$ cat config.mk
export PLATFORM = sky130hd
export DESIGN_NAME = dm_arbiter
export DESIGN_NICKNAME = d
export VERILOG_FILES = /design/src/rtl/dm_pkg.sv /design/src/rtl/dm_rr_pick.sv /design/src/rtl/dm_arbiter.sv
export SDC_FILE = /design/constraint.sdc
export NUM_CORES = 1
export LEC_CHECK = 0
export CAP_MARGIN = 20
export CORE_AREA = 5 5 127 129
export CTS_CLUSTER_SIZE = 30
export DETAILED_ROUTE_END_ITERATION = 8
export DIE_AREA = 0 0 132 134
export GPL_TIMING_DRIVEN = 1
export PLACE_DENSITY = 0.73
export SETUP_SLACK_MARGIN = 0.4
export SLEW_MARGIN = 0
export SYNTH_ARGS = -nofsm -noshare
export SYNTH_HDL_FRONTEND = slang
export SYNTH_HIERARCHICAL = 1
export SYNTH_SLANG_ARGS = --single-unit
$ cat constraint.sdc
create_clock -name clk -period 2.84 [get_ports clk]
set_clock_uncertainty 0.05 [all_clocks]
set_input_delay 0.426 -clock clk [delete_from_list [all_inputs] [get_ports clk]]
set_output_delay 0.426 -clock clk [all_outputs]
set_load 0.03 [all_outputs]
$ cat src/rtl/dm_pkg.sv
// Shared types for the data-memory arbiter: FSM encoding, default widths
// and the per-requester beat descriptor.
package dm_pkg;

  localparam int DEF_DATA_W = 32;
  localparam int DEF_ADDR_W = 3;

  typedef enum logic [1:0] {
    ARB   = 2'd0,
    LOCK0 = 2'd1,
    LOCK1 = 2'd2
  } state_t;

  typedef struct packed {
    logic                  valid;
    logic                  we;
    logic                  lock;
    logic [31:0]           addr;
    logic [DEF_DATA_W-1:0] wdata;
  } req_t;

endpackage

$ cat src/rtl/dm_rr_pick.sv
// Combinational 2-way round-robin picker; a locked state restricts the
// grant to the lock owner.
module dm_rr_pick
  import dm_pkg::*;
(
  input  logic [1:0] valid,
  input  logic       last_grant,
  input  state_t     state,
  output logic [1:0] grant
);

  // NOTE: every always_comb output gets a default first so no path can
  // leave it unassigned and infer a latch.
  always_comb begin
    grant = 2'b00;
    unique case (state)
      ARB: begin
        if (valid == 2'b11) grant = last_grant ? 2'b01 : 2'b10;
        else                grant = valid;
      end
      LOCK0:   grant = {1'b0, valid[0]};
      LOCK1:   grant = {valid[1], 1'b0};
      default: grant = 2'b00;
    endcase
  end

endmodule

$ cat src/rtl/dm_arbiter.sv
// Two-requester round-robin arbiter in front of the 8-word data memory,
// with locked bursts and a registered single-cycle response per beat.
module dm_arbiter
  import dm_pkg::*;
#(
  parameter int DATA_W    = DEF_DATA_W,
  parameter int ADDR_W    = DEF_ADDR_W,
  parameter int MAX_BURST = 4
) (
  input  logic              clk,
  input  logic              reset,
  input  logic              req0_valid,
  input  logic              req0_we,
  input  logic              req0_lock,
  input  logic [31:0]       req0_addr,
  input  logic [DATA_W-1:0] req0_wdata,
  input  logic              req1_valid,
  input  logic              req1_we,
  input  logic              req1_lock,
  input  logic [31:0]       req1_addr,
  input  logic [DATA_W-1:0] req1_wdata,
  output logic              req0_ready,
  output logic              req1_ready,
  output logic              rsp0_valid,
  output logic [DATA_W-1:0] rsp0_rdata,
  output logic              rsp0_err,
  output logic              rsp1_valid,
  output logic [DATA_W-1:0] rsp1_rdata,
  output logic              rsp1_err,
  output logic              MemWrite,
  output logic              MemRead,
  output logic [31:0]       write_address,
  output logic [31:0]       read_address,
  output logic [DATA_W-1:0] Write_data,
  input  logic [DATA_W-1:0] MemData_out
);

  state_t      state, state_nxt;
  logic        last_grant;
  logic [3:0]  burst_cnt, burst_nxt;
  logic [1:0]  grant;
  logic        acc0, acc1, in_range;
  req_t        r0, r1, sel;
  logic [31:0] mem_index;

  dm_rr_pick u_pick (
    .valid      ({req1_valid, req0_valid}),
    .last_grant (last_grant),
    .state      (state),
    .grant      (grant)
  );

  assign req0_ready = grant[0] & ~reset;
  assign req1_ready = grant[1] & ~reset;
  assign acc0       = req0_valid & req0_ready;
  assign acc1       = req1_valid & req1_ready;

  assign r0 = '{req0_valid, req0_we, req0_lock, req0_addr, req0_wdata};
  assign r1 = '{req1_valid, req1_we, req1_lock, req1_addr, req1_wdata};

  // sel.valid doubles as "a beat was accepted this cycle".
  always_comb begin
    sel = '0;
    if (acc1)      sel = r1;
    else if (acc0) sel = r0;
  end

  assign in_range  = (sel.addr[31:ADDR_W] == '0);
  assign mem_index = {{(32-ADDR_W){1'b0}}, sel.addr[ADDR_W-1:0]};

  always_comb begin
    MemWrite      = 1'b0;
    MemRead       = 1'b0;
    write_address = '0;
    read_address  = '0;
    Write_data    = '0;
    if (sel.valid && in_range) begin
      if (sel.we) begin
        MemWrite      = 1'b1;
        write_address = mem_index;
        Write_data    = sel.wdata;
      end else begin
        MemRead      = 1'b1;
        read_address = mem_index;
      end
    end
  end

  always_comb begin
    state_nxt = state;
    burst_nxt = burst_cnt;
    unique case (state)
      ARB: begin
        if (sel.valid && sel.lock) begin
          state_nxt = acc1 ? LOCK1 : LOCK0;
          burst_nxt = 4'd1;
        end
      end
      LOCK0, LOCK1: begin
        if (sel.valid && sel.lock && (burst_cnt + 4'd1 < 4'(MAX_BURST))) begin
          burst_nxt = burst_cnt + 4'd1;
        end else begin
          // Owner dropped valid, released the lock, or hit the burst limit.
          state_nxt = ARB;
          burst_nxt = 4'd0;
        end
      end
      default: begin
        state_nxt = ARB;
        burst_nxt = 4'd0;
      end
    endcase
  end

  // NOTE: sequential state uses non-blocking assignments so every register
  // samples pre-edge values regardless of statement order.
  always_ff @(posedge clk) begin
    if (reset) begin
      state      <= ARB;
      last_grant <= 1'b1;
      burst_cnt  <= 4'd0;
      rsp0_valid <= 1'b0;
      rsp0_rdata <= '0;
      rsp0_err   <= 1'b0;
      rsp1_valid <= 1'b0;
      rsp1_rdata <= '0;
      rsp1_err   <= 1'b0;
    end else begin
      state     <= state_nxt;
      burst_cnt <= burst_nxt;
      if (sel.valid) last_grant <= acc1;
      rsp0_valid <= acc0;
      rsp0_err   <= acc0 & ~in_range;
      rsp0_rdata <= (acc0 && in_range && !sel.we) ? MemData_out : '0;
      rsp1_valid <= acc1;
      rsp1_err   <= acc1 & ~in_range;
      rsp1_rdata <= (acc1 && in_range && !sel.we) ? MemData_out : '0;
    end
  end

endmodule

Word level (Yosys, flattened, before mapping):

Index checks and enable logic that the tools add are counted.

* bits in registers: 75
* input port bits: 168
* output and inout bits: 168
* logic and storage cells: 62

* add/sub/neg operators: 1
* $lt $le $gt $ge: 1
* equal/unequal tests: 5
* mux-type cells: 22
* bitwise logic cells: 10
* reduce and logical (&&, ||, !) cells: 14

Operator list (count)
* 67-bit two-way mux: 2
* 32-bit two-way mux: 2
* 29-bit zero test: 1
* 3-bit two-way mux: 4
* 2-bit two-way mux: 5
* 4-bit two-way mux: 2
* 4-bit one-hot mux with 2 select lines: 1
* 1-bit logical AND: 7
* 1-bit AND: 6
* 2-bit one-hot mux with 3 select lines: 1
* 2-bit OR reduction: 3
* 4-bit by 1-bit adder with 4-bit output, second input constant: 1
* 2-bit == test, second input constant: 2
* 4-bit by 3-bit < comparator with 1-bit output, second input constant: 1
* 1-bit two-way mux: 4
* 2-bit inequality test, second input constant: 2
* 1-bit inverter: 4
* 2-bit one-hot mux with 2 select lines: 1
* 2-bit by 1-bit == test with 1-bit output, second input constant: 1
* 2-bit zero test: 1
* 2-bit AND reduction: 1
* 1-bit zero test: 1

Logic depth before layout (Yosys ltp):

Gate-level depths: netlist of the first run.

* word-level depth: 12
* gate-level depth with buffers: 9
* depth with buffers taken out: 8

Hierarchy:

The synthesis of the first run kept the hierarchy.

By module, submodules not included
* dm_arbiter: instances 1, cells an instance 369, area an instance 3382.0 µm², seq. area each 1501.4 µm²
* dm_rr_pick: instances 1, cells an instance 4, area an instance 32.5 µm², seq. area each 0.0 µm²

Worst setup path before layout of the first run:

No wires, ideal clock.

* kind: in2out
* start: in req0_valid
* end: out Write_data[10]
* arrival: 2361 ps
* data required time: 2364 ps
* path slack: 3 ps
* stages on the path: 9
* path buffers: 1
* path through: nor2b_4 > a21oi_1 > nand3b_4 > inv_2 > nand3_1 > nor3_1 > o21ai_1 > clkbuf_1 > nor2_1

* elaborated cells on any way between the ends: 13
* classes of those cells: 1 x eq/ne; 6 x mux; 4 x bitwise; 2 x reduce/logical

RTL lines
* start: declaration: RTL line dm_arbiter.sv:12 `input logic req0_valid,`
* 2-bit == test *: RTL line dm_rr_pick.sv:18 `if (valid == 2'b11) grant = last_grant ? 2'b01 : 2'b10;`
* 2-bit two-way mux *: RTL line dm_rr_pick.sv:18
* 2-bit one-hot mux with 3 select lines *: RTL line dm_rr_pick.sv:16 `unique case (state)`
* named net grant[1]: RTL line dm_arbiter.sv:41 `logic [1:0] grant;`
* 1-bit AND *: RTL line dm_arbiter.sv:54 `assign req1_ready = grant[1] & ~reset;`
* 1-bit AND *: RTL line dm_arbiter.sv:56 `assign acc1 = req1_valid & req1_ready;`
* 67-bit two-way mux *: RTL line dm_arbiter.sv:64 `if (acc1) sel = r1;`
* 29-bit zero test: RTL line dm_arbiter.sv:68 `assign in_range = (sel.addr[31:ADDR_W] == '0);`
* 1-bit logical AND: RTL line dm_arbiter.sv:77 `if (sel.valid && in_range) begin`
* 32-bit two-way mux *: RTL line dm_arbiter.sv:77
* end: declaration: RTL line dm_arbiter.sv:34 `output logic [DATA_W-1:0] Write_data,`

Mark *: on every way through the listed nets, which the timed path passes. The rest lies on a longest branch.

Final worst setup path of the first run:

* start: reg state[0]
* end: out MemRead

* longest elaborated chain between the ends: 9
* elaborated cells on any way between the ends: 14
* classes of those cells: 2 x eq/ne; 5 x mux; 4 x bitwise; 3 x reduce/logical

RTL lines
* start: declaration: RTL line dm_arbiter.sv:38 `state_t state, state_nxt;`
* start signal: assignment: RTL line dm_arbiter.sv:129 `state <= state_nxt;`
* 2-bit == test, or another cell as far along: RTL line dm_rr_pick.sv:16
* 2-bit one-hot mux with 3 select lines *: RTL line dm_rr_pick.sv:16
* named net grant[0]: RTL line dm_arbiter.sv:41
* 1-bit AND *: RTL line dm_arbiter.sv:53 `assign req0_ready = grant[0] & ~reset;`
* 1-bit AND *: RTL line dm_arbiter.sv:55 `assign acc0 = req0_valid & req0_ready;`
* 67-bit two-way mux *: RTL line dm_arbiter.sv:65 `else if (acc0) sel = r0;`
* 67-bit two-way mux *: RTL line dm_arbiter.sv:64
* 29-bit zero test: RTL line dm_arbiter.sv:68
* 1-bit logical AND: RTL line dm_arbiter.sv:77
* 1-bit two-way mux *: RTL line dm_arbiter.sv:77
* end: declaration: RTL line dm_arbiter.sv:31 `output logic MemRead,`

Marked as above.

==> flow_summary.toml, run 1 <==
[clock_network]
cts-root-buf = "sky130_fd_sc_hd__clkbuf_16"
cts_buffer_depth = 2
tritoncts.num_buffers = 9
h-tree-depth = 3
tritoncts = "yes"
tritoncts_num_sinks = 75
worst_skew_pair.late_latency_ns = 0.33
clkTransAtPathRegs_ns = 0.06

[synth]
synth_top_flop_cell = "sky130_fd_sc_hd__dfxtp_1"
synth_area_leader_cell = "sky130_fd_sc_hd__dfxtp_1"
ys.warnings.count = 6
post_synth_num_cell_types = 40
post_synth_instance_area_um2 = 3415
synthDominantCellAreaShare_pct = 43.97
postSynthRegisterBits = 75
synth-async-reset-ratio_pct = 0
synth_enable_flop_cells = 0
synth-seq-area-share_pct = 43.97
syn_inst = 373
synthTopCellsByArea = "sky130_fd_sc_hd__dfxtp_1 44%, sky130_fd_sc_hd__buf_4 13%, sky130_fd_sc_hd__a22oi_1 7.7%, sky130_fd_sc_hd__and2_1 6.0%, sky130_fd_sc_hd__and3_1 6.0%"
synthesis.area_per_instance_um2 = 9.154

[pwr]
cellPowerDensity_nw_per_um2 = 393.1
worst_ir_drop_vdd_mv = 0.2487
switching_share_pct = 29.42
power.total_mw = 2.923
comb_power_share_pct = 25.7
total_leakage_power_nw = 3.098
power.switching_mw = 0.8598
seqPwrFrac_pct = 38.0
internal_power_mw = 2.063
pwr-share-clk_pct = 36.3

[placement]
place.detailed.instances = 856
io_buffer_count = 277
place_ws_ns = -0.2615
hpwlAfterDp_um = 11030
globalplace.congestion = 0.7831

[min_path]
worstHoldPathType = "flip-flop to flip-flop"

[floorplanning]
initial_core_util_pct = 22.88
design.die.area_um2 = 17690
rows = 45
placeableCoreArea_um2 = 14920
top_level_ports = 336
die_height_um = 134
floorplan.die.width_um = 132

[drt]
number_of_antenna_violating_nets_in_the_routed_design = 0
drt_wl_total_um = 14060
dr.first_iter.drc_count = 82
first_pass_iters = 6
detail_route.wl_per_cell_um = 15.85
drt_drc_violations_left = 0
post_drt_via_cell_ratio = 4.238
vias = 3759

[final_layout]
final_common_cell = "sky130_fd_sc_hd__clkdlybuf4s50_1"
final_cell_mix = "184 x sky130_fd_sc_hd__clkdlybuf4s50_1, 73 x sky130_fd_sc_hd__dfxtp_1, 58 x sky130_fd_sc_hd__conb_1"
layoutNonFillerInstCount = 887
area.growth.synth_to_final_pct = 117.8
post-route-util_pct = 49.84
multi_input_comb_area_um2 = 2034
regArea_um2 = 1506
n_fill_cell = 1367
number_of_nets_in_the_layout = 864
share_of_layout_cells_above_drive_strength_1_pct = 27.94

[critical_path]
cp_data_required_time_ns = 2.36
worst-path-max-fanout = 4
crit_type = "flip-flop to primary output"
kind_of_end_point_of_the_critical_path = "primary output"
crit_path_start_kind = "flip-flop"
worst-endpoint-arrival_ns = 2.28

[timing]
final.period_utilization_pct = 96.99
whs_ns = 0.4355
timing_max_transition_violations_final = 0
min_period_ns = 2.755
timing.fmax_mhz = 363.0
min_setup_slack_post_route_ns = 0.08545
rsz0062_at_grt = "yes"
final_hold_viol_count = 0
setup_violations = 0

[grt]
first_pass_grt_wire_length_um = 20640
grt_antenna_before_repair = 1
globalRoute.totalOverflow = 0
first_global_vias = 3821
grt_usage_pct = 14.54
pin_count_of_the_biggest_net_entering_global_routing = 41

[run_status]
outcome = "completed"

[run]
max-cap-violations = 0
[final timing paths]
kind,start,endpoint,slack [ns],cells after the start
max,state[0]$_SDFFE_PP0P_,MemRead,0.09,9
min,burst_cnt[2]$_SDFFE_PP0P_,burst_cnt[2]$_SDFFE_PP0P_,0.44,1
max reg2reg,state[0]$_SDFFE_PP0P_,rsp0_rdata[11]$_SDFF_PP0_,0.52,9
min reg2reg,burst_cnt[2]$_SDFFE_PP0P_,burst_cnt[2]$_SDFFE_PP0P_,0.44,1
[final cells by class]
type	count	share of cell area, %
Timing Repair Buffer	330	44.94
Multi-Input combinational cell	269	27.36
Sequential cell	75	20.26
Tap cell	188	3.163
Clock buffer	9	3.029
Clock inverter	7	0.7404
Inverter	8	0.4711
Antenna cell	1	0.03365
[state kept, by name, indices dropped and copies added, names as in the netlist]
register    cells
rsp0_valid      1
rsp0_rdata     32
rsp0_err        1
rsp1_err        1
rsp1_rdata     32
last_grant      1
burst_cnt       4
rsp1_valid      1
state           2
[metal layers]
metal	vias up	track usage, %	share of wire, %
met5	-	0	0
met4	0	3.543	1.0
met3	14	5.026	8.3
met2	192	27.12	53
met1	1735	15.70	38
li1	1818	-	-
[synthesized netlist by cell type (2+ instances only)]
library cell	instances
sky130_fd_sc_hd__inv_2	2
sky130_fd_sc_hd__nor2b_1	2
sky130_fd_sc_hd__buf_6	3
sky130_fd_sc_hd__clkbuf_1	17
sky130_fd_sc_hd__and2_1	33
sky130_fd_sc_hd__nor3b_1	2
sky130_fd_sc_hd__nand4_1	2
sky130_fd_sc_hd__nand3b_4	2
sky130_fd_sc_hd__and3_1	33
sky130_fd_sc_hd__nand3_1	3
sky130_fd_sc_hd__nand2_1	6
sky130_fd_sc_hd__nor4_1	13
sky130_fd_sc_hd__ha_1	3
sky130_fd_sc_hd__buf_4	58
sky130_fd_sc_hd__inv_1	6
sky130_fd_sc_hd__a21oi_1	5
sky130_fd_sc_hd__dfxtp_1	75
sky130_fd_sc_hd__nor2_1	41
sky130_fd_sc_hd__nand2b_1	6
sky130_fd_sc_hd__nor3_1	5
sky130_fd_sc_hd__and4b_1	2
sky130_fd_sc_hd__mux2i_1	2
sky130_fd_sc_hd__a22oi_1	35
[cell families (layout without fill, tap and decap cells)]
kind of cell               after synthesis  after routing  synth area share [%]
and+or+nand+nor                        155            155                 26.38
buffers and inverters                   86            354                 16.49
AOI/OAI and AO/OA                       51             51                 11.36
other                                    1             59                0.1098
adders and majority gates                3              3                 1.099
muxes                                    2              2                0.5863
DFF                                     75             75                 43.97
[worst max-delay path, stage by stage (launching register included)]
cell and delay (ns):
sky130_fd_sc_hd__dfxtp_4 0.35, sky130_fd_sc_hd__nand2b_4 0.15, sky130_fd_sc_hd__o21a_1 0.20, sky130_fd_sc_hd__nand3b_4 0.10, sky130_fd_sc_hd__inv_4 0.04, sky130_fd_sc_hd__a31o_4 0.22, sky130_fd_sc_hd__or4_4 0.53, sky130_fd_sc_hd__nand2_4 0.10
sky130_fd_sc_hd__and2_4 0.13, sky130_fd_sc_hd__buf_6 0.13
[metrics by stage]
stage	setup TNS (ns)	cell area [µm²]
final	0	7436
after global routing	0	7433
after CTS	0	7355
after detailed placement	-9.184	6659
after global placement	-8.399	6659
after floorplan	0	3914
[power by group through the flow]
stage          Sequential (mW)  Clock (mW)  Combinational, mW
5_1_grt                   1.12        1.14              0.800
4_1_cts                   1.11        1.09              0.735
2_1_floorplan             1.16           0              0.376
6_report                  1.11        1.06              0.751
3_5_place_dp              1.13           0              0.722
3_3_place_gp              1.13           0              0.717
[repair_timing]
item | 4_1_cts | 5_1_grt
hold buffers | 0 | 0
hold endpoints to repair | 0 | 0
buffers inserted | 10 | 2
setup endpoints to repair | 74 | 40
pin swaps | 50 | 27
gates resized for setup | 139 | 37
cloned | 1 | 1
(Power assumes the default switching activity.)
==> inputs of run 2 (changes only) <==
==> constraint.sdc (replaced) <==
create_clock -name clk -period 2.9 [get_ports clk]
set_clock_uncertainty 0.05 [all_clocks]
set_input_delay 0.435 -clock clk [delete_from_list [all_inputs] [get_ports clk]]
set_output_delay 0.435 -clock clk [all_outputs]
set_load 0.03 [all_outputs]
==> run 2 against run 1 <==
Die area stayed put. Combinational power is 5.7% lower. Sequential power hardly changed. Power is 1.8% lower. Clock power hardly changed. Count of clock-buffer cells in the layout stayed put. Routed wire length is 0.58% lower. Sequential share of layout area is 0.090 points higher. Design area is 0.61% lower. Sequential cell count stayed put. Global-route usage is 0.18 points lower. Cell count is 0.79% lower. Critical endpoint is now write_address[1]. Largest cell class unchanged.
==> flow_summary.toml, run 2 (same netlist as run 1, synthesis figures left out) <==
[run_status]
outcome = "completed"

[floorplanning]
rows = 45
top_level_ports = 336
initial_core_util_pct = 22.88
die_height_um = 134
floorplan.die.width_um = 132
design.die.area_um2 = 17690
placeableCoreArea_um2 = 14920

[drt]
drt_met1_wl_um = 5092
vias = 3695
first_pass_iters = 4
detail_route.wl_per_cell_um = 15.89
dr.first_iter.drc_count = 104
post_drt_via_cell_ratio = 4.199
met3WireLength_um = 1291
drt_drc_violations_left = 0
highest_layer = "met5"
number_of_antenna_violating_nets_in_the_routed_design = 0
drt_wl_total_um = 13980
dr_wl_met2_um = 7452

[final_layout]
final_cell_mix = "180 x sky130_fd_sc_hd__clkdlybuf4s50_1, 73 x sky130_fd_sc_hd__dfxtp_1, 58 x sky130_fd_sc_hd__conb_1"
largestRegisters = "rsp0_rdata (32), rsp1_rdata (32), burst_cnt (4)"
n_fill_cell = 1336
share_of_layout_cells_above_drive_strength_1_pct = 26.01
antenna_cells_inserted = 0
number_of_nets_in_the_layout = 858
layoutNonFillerInstCount = 880
final_common_cell = "sky130_fd_sc_hd__clkdlybuf4s50_1"
area.growth.synth_to_final_pct = 116.5

[grt]
pin_count_of_the_biggest_net_entering_global_routing = 38
grt_antenna_before_repair = 1
grt_usage_pct = 14.37
first_pass_grt_wire_length_um = 20370
globalRoute.totalOverflow = 0
first_global_vias = 3809

[critical_path]
worst_setup_path_startpoint = "req0_addr[31]"
reg2reg_setup_slack_ns = 0.59
reg2regPathDepth = 8
worstReg2RegStart = "state[0]$_SDFFE_PP0P_"
crit-reg2reg-capture = "rsp0_rdata[8]$_SDFF_PP0_"
crit_path_frequent_cell = "sky130_fd_sc_hd__buf_4"
cpMaxStageDelayCell = "sky130_fd_sc_hd__nor4_1"
worst-endpoint-arrival_ns = 2.30
critPathCapture = "write_address[1]"
worst-path-max-fanout = 5
cp_data_required_time_ns = 2.41
critical_path.max_stage_delay_ns = 0.29
cp_cell_instances = "dlygate4sd2_1 -> nor4_1 -> nand4_1 -> nor3_2 -> buf_4 -> o21ai_4 -> buf_4 -> buf_8 -> buf_12 -> nor2_4 -> buf_6"
crit_path_start_kind = "input port"
kind_of_end_point_of_the_critical_path = "primary output"
crit_type = "input port to primary output"

[timing]
final_hold_viol_count = 0
setup_violations = 0
min_setup_slack_post_route_ns = 0.1192
final.period_utilization_pct = 95.89
timing_max_transition_violations_final = 0
timing.fmax_mhz = 359.6
rsz0062_at_grt = "yes"
min_period_ns = 2.781

[placement]
io_buffer_count = 277
hpwlAfterDp_um = 11010
place.detailed.instances = 851
place_ws_ns = -0.2162
globalplace.congestion = 0.7847

[pwr]
pwr-share-clk_pct = 37.5
cellPowerDensity_nw_per_um2 = 388.5
total_leakage_power_nw = 3.100
power.switching_mw = 0.8632
worst_ir_drop_vdd_mv = 0.3228
seqPwrFrac_pct = 37.8
comb_power_share_pct = 24.7
switching_share_pct = 30.07
internal_power_mw = 2.008

[min_path]
worstHoldPathType = "flip-flop to flip-flop"

[run]
max-cap-violations = 0

[clock_network]
tritoncts = "yes"
tritoncts_num_sinks = 75
worst_skew_pair.late_latency_ns = 0.33
cts_buffer_depth = 2
h-tree-depth = 3
cts_hold_buf = 0
clkTransAtPathRegs_ns = 0.06
cts-root-buf = "sky130_fd_sc_hd__clkbuf_16"
tritoncts.num_buffers = 9
run 2: changes by cell type in the layout (fill, tap and decap cells not counted), moves of 3 or more:
cell	delta
sky130_fd_sc_hd__buf_4	-4
sky130_fd_sc_hd__clkbuf_2	-4
sky130_fd_sc_hd__clkdlybuf4s50_1	-4
sky130_fd_sc_hd__clkdlybuf4s15_1	+3
sky130_fd_sc_hd__dlygate4sd2_1	+3
sky130_fd_sc_hd__nor4_2	-3
run 2: per-stage QoR:
step | utilization (%) | TNS [ns] | cell area (µm²) | power (mW) | hold WS [ns]
2_1_floorplan | - | 0 | 3914 | 1.509 | 0.4161
3_3_place_gp | 44.29 | -5.071 | 6609 | 1.795 | 0.4290
3_5_place_dp | 44.29 | -5.826 | 6609 | 1.802 | 0.4237
4_1_cts | 48.53 | 0 | 7241 | 2.902 | 0.4326
5_1_grt | 49.53 | 0 | 7391 | 2.995 | 0.4475
6_report | 49.53 | 0 | 7391 | 2.871 | 0.4314
run 2: power groups by stage:
stage	Sequential (mW)	Combinational [mW]	Clock [mW]
6_report	1.09	0.708	1.08
5_1_grt	1.09	0.754	1.15
4_1_cts	1.08	0.705	1.11
3_5_place_dp	1.11	0.691	0
3_3_place_gp	1.11	0.685	0
2_1_floorplan	1.14	0.368	0
run 2: layout make-up:
class / count / area (µm²) / share of cell area [%]
flip-flops and latches: 75 / 1504 / 20.35
inverters: 8 / 37.54 / 0.5079
well taps: 188 / 235.2 / 3.183
repair buffers: 324 / 3297 / 44.61
clock buffers: 9 / 225.2 / 3.047
clock inverters: 7 / 65.06 / 0.8803
multi-input cells: 269 / 2027 / 27.43
run 2: critical path, delay by kind of cell:
kind / cells / cell delay, ns
buffers and inverters: 6 / 0.94
and+or+nand+nor: 4 / 0.82
AOI/OAI and AO/OA: 1 / 0.07
run 2: how the worst min path moves through the flow:
stage / depth (start not counted) / to / from / slack (ns)
5_1_grt: 1 / burst_cnt[2]$_SDFFE_PP0P_ / burst_cnt[2]$_SDFFE_PP0P_ / 0.45
3_5_place_dp: 1 / burst_cnt[2]$_SDFFE_PP0P_ / burst_cnt[2]$_SDFFE_PP0P_ / 0.42
2_1_floorplan: 1 / burst_cnt[2]$_SDFFE_PP0P_ / burst_cnt[2]$_SDFFE_PP0P_ / 0.42
4_1_cts: 1 / burst_cnt[2]$_SDFFE_PP0P_ / burst_cnt[2]$_SDFFE_PP0P_ / 0.43
6_report: 1 / burst_cnt[2]$_SDFFE_PP0P_ / burst_cnt[2]$_SDFFE_PP0P_ / 0.43
3_3_place_gp: 1 / burst_cnt[2]$_SDFFE_PP0P_ / burst_cnt[2]$_SDFFE_PP0P_ / 0.43
run 2: layer usage:
metal	track usage, %	vias to the layer above
li1	-	1808
met1	15.33	1685
met2	26.95	188
met3	5.439	12
met4	2.914	2
met5	0	-
run 2: what timing repair did:
action	in CTS	in global routing
endpoints found under the setup margin	76	40
hold endpoints to repair	0	0
resized for setup	131	41
pin swaps	40	42
setup buffers	5	7
gates cloned	1	0
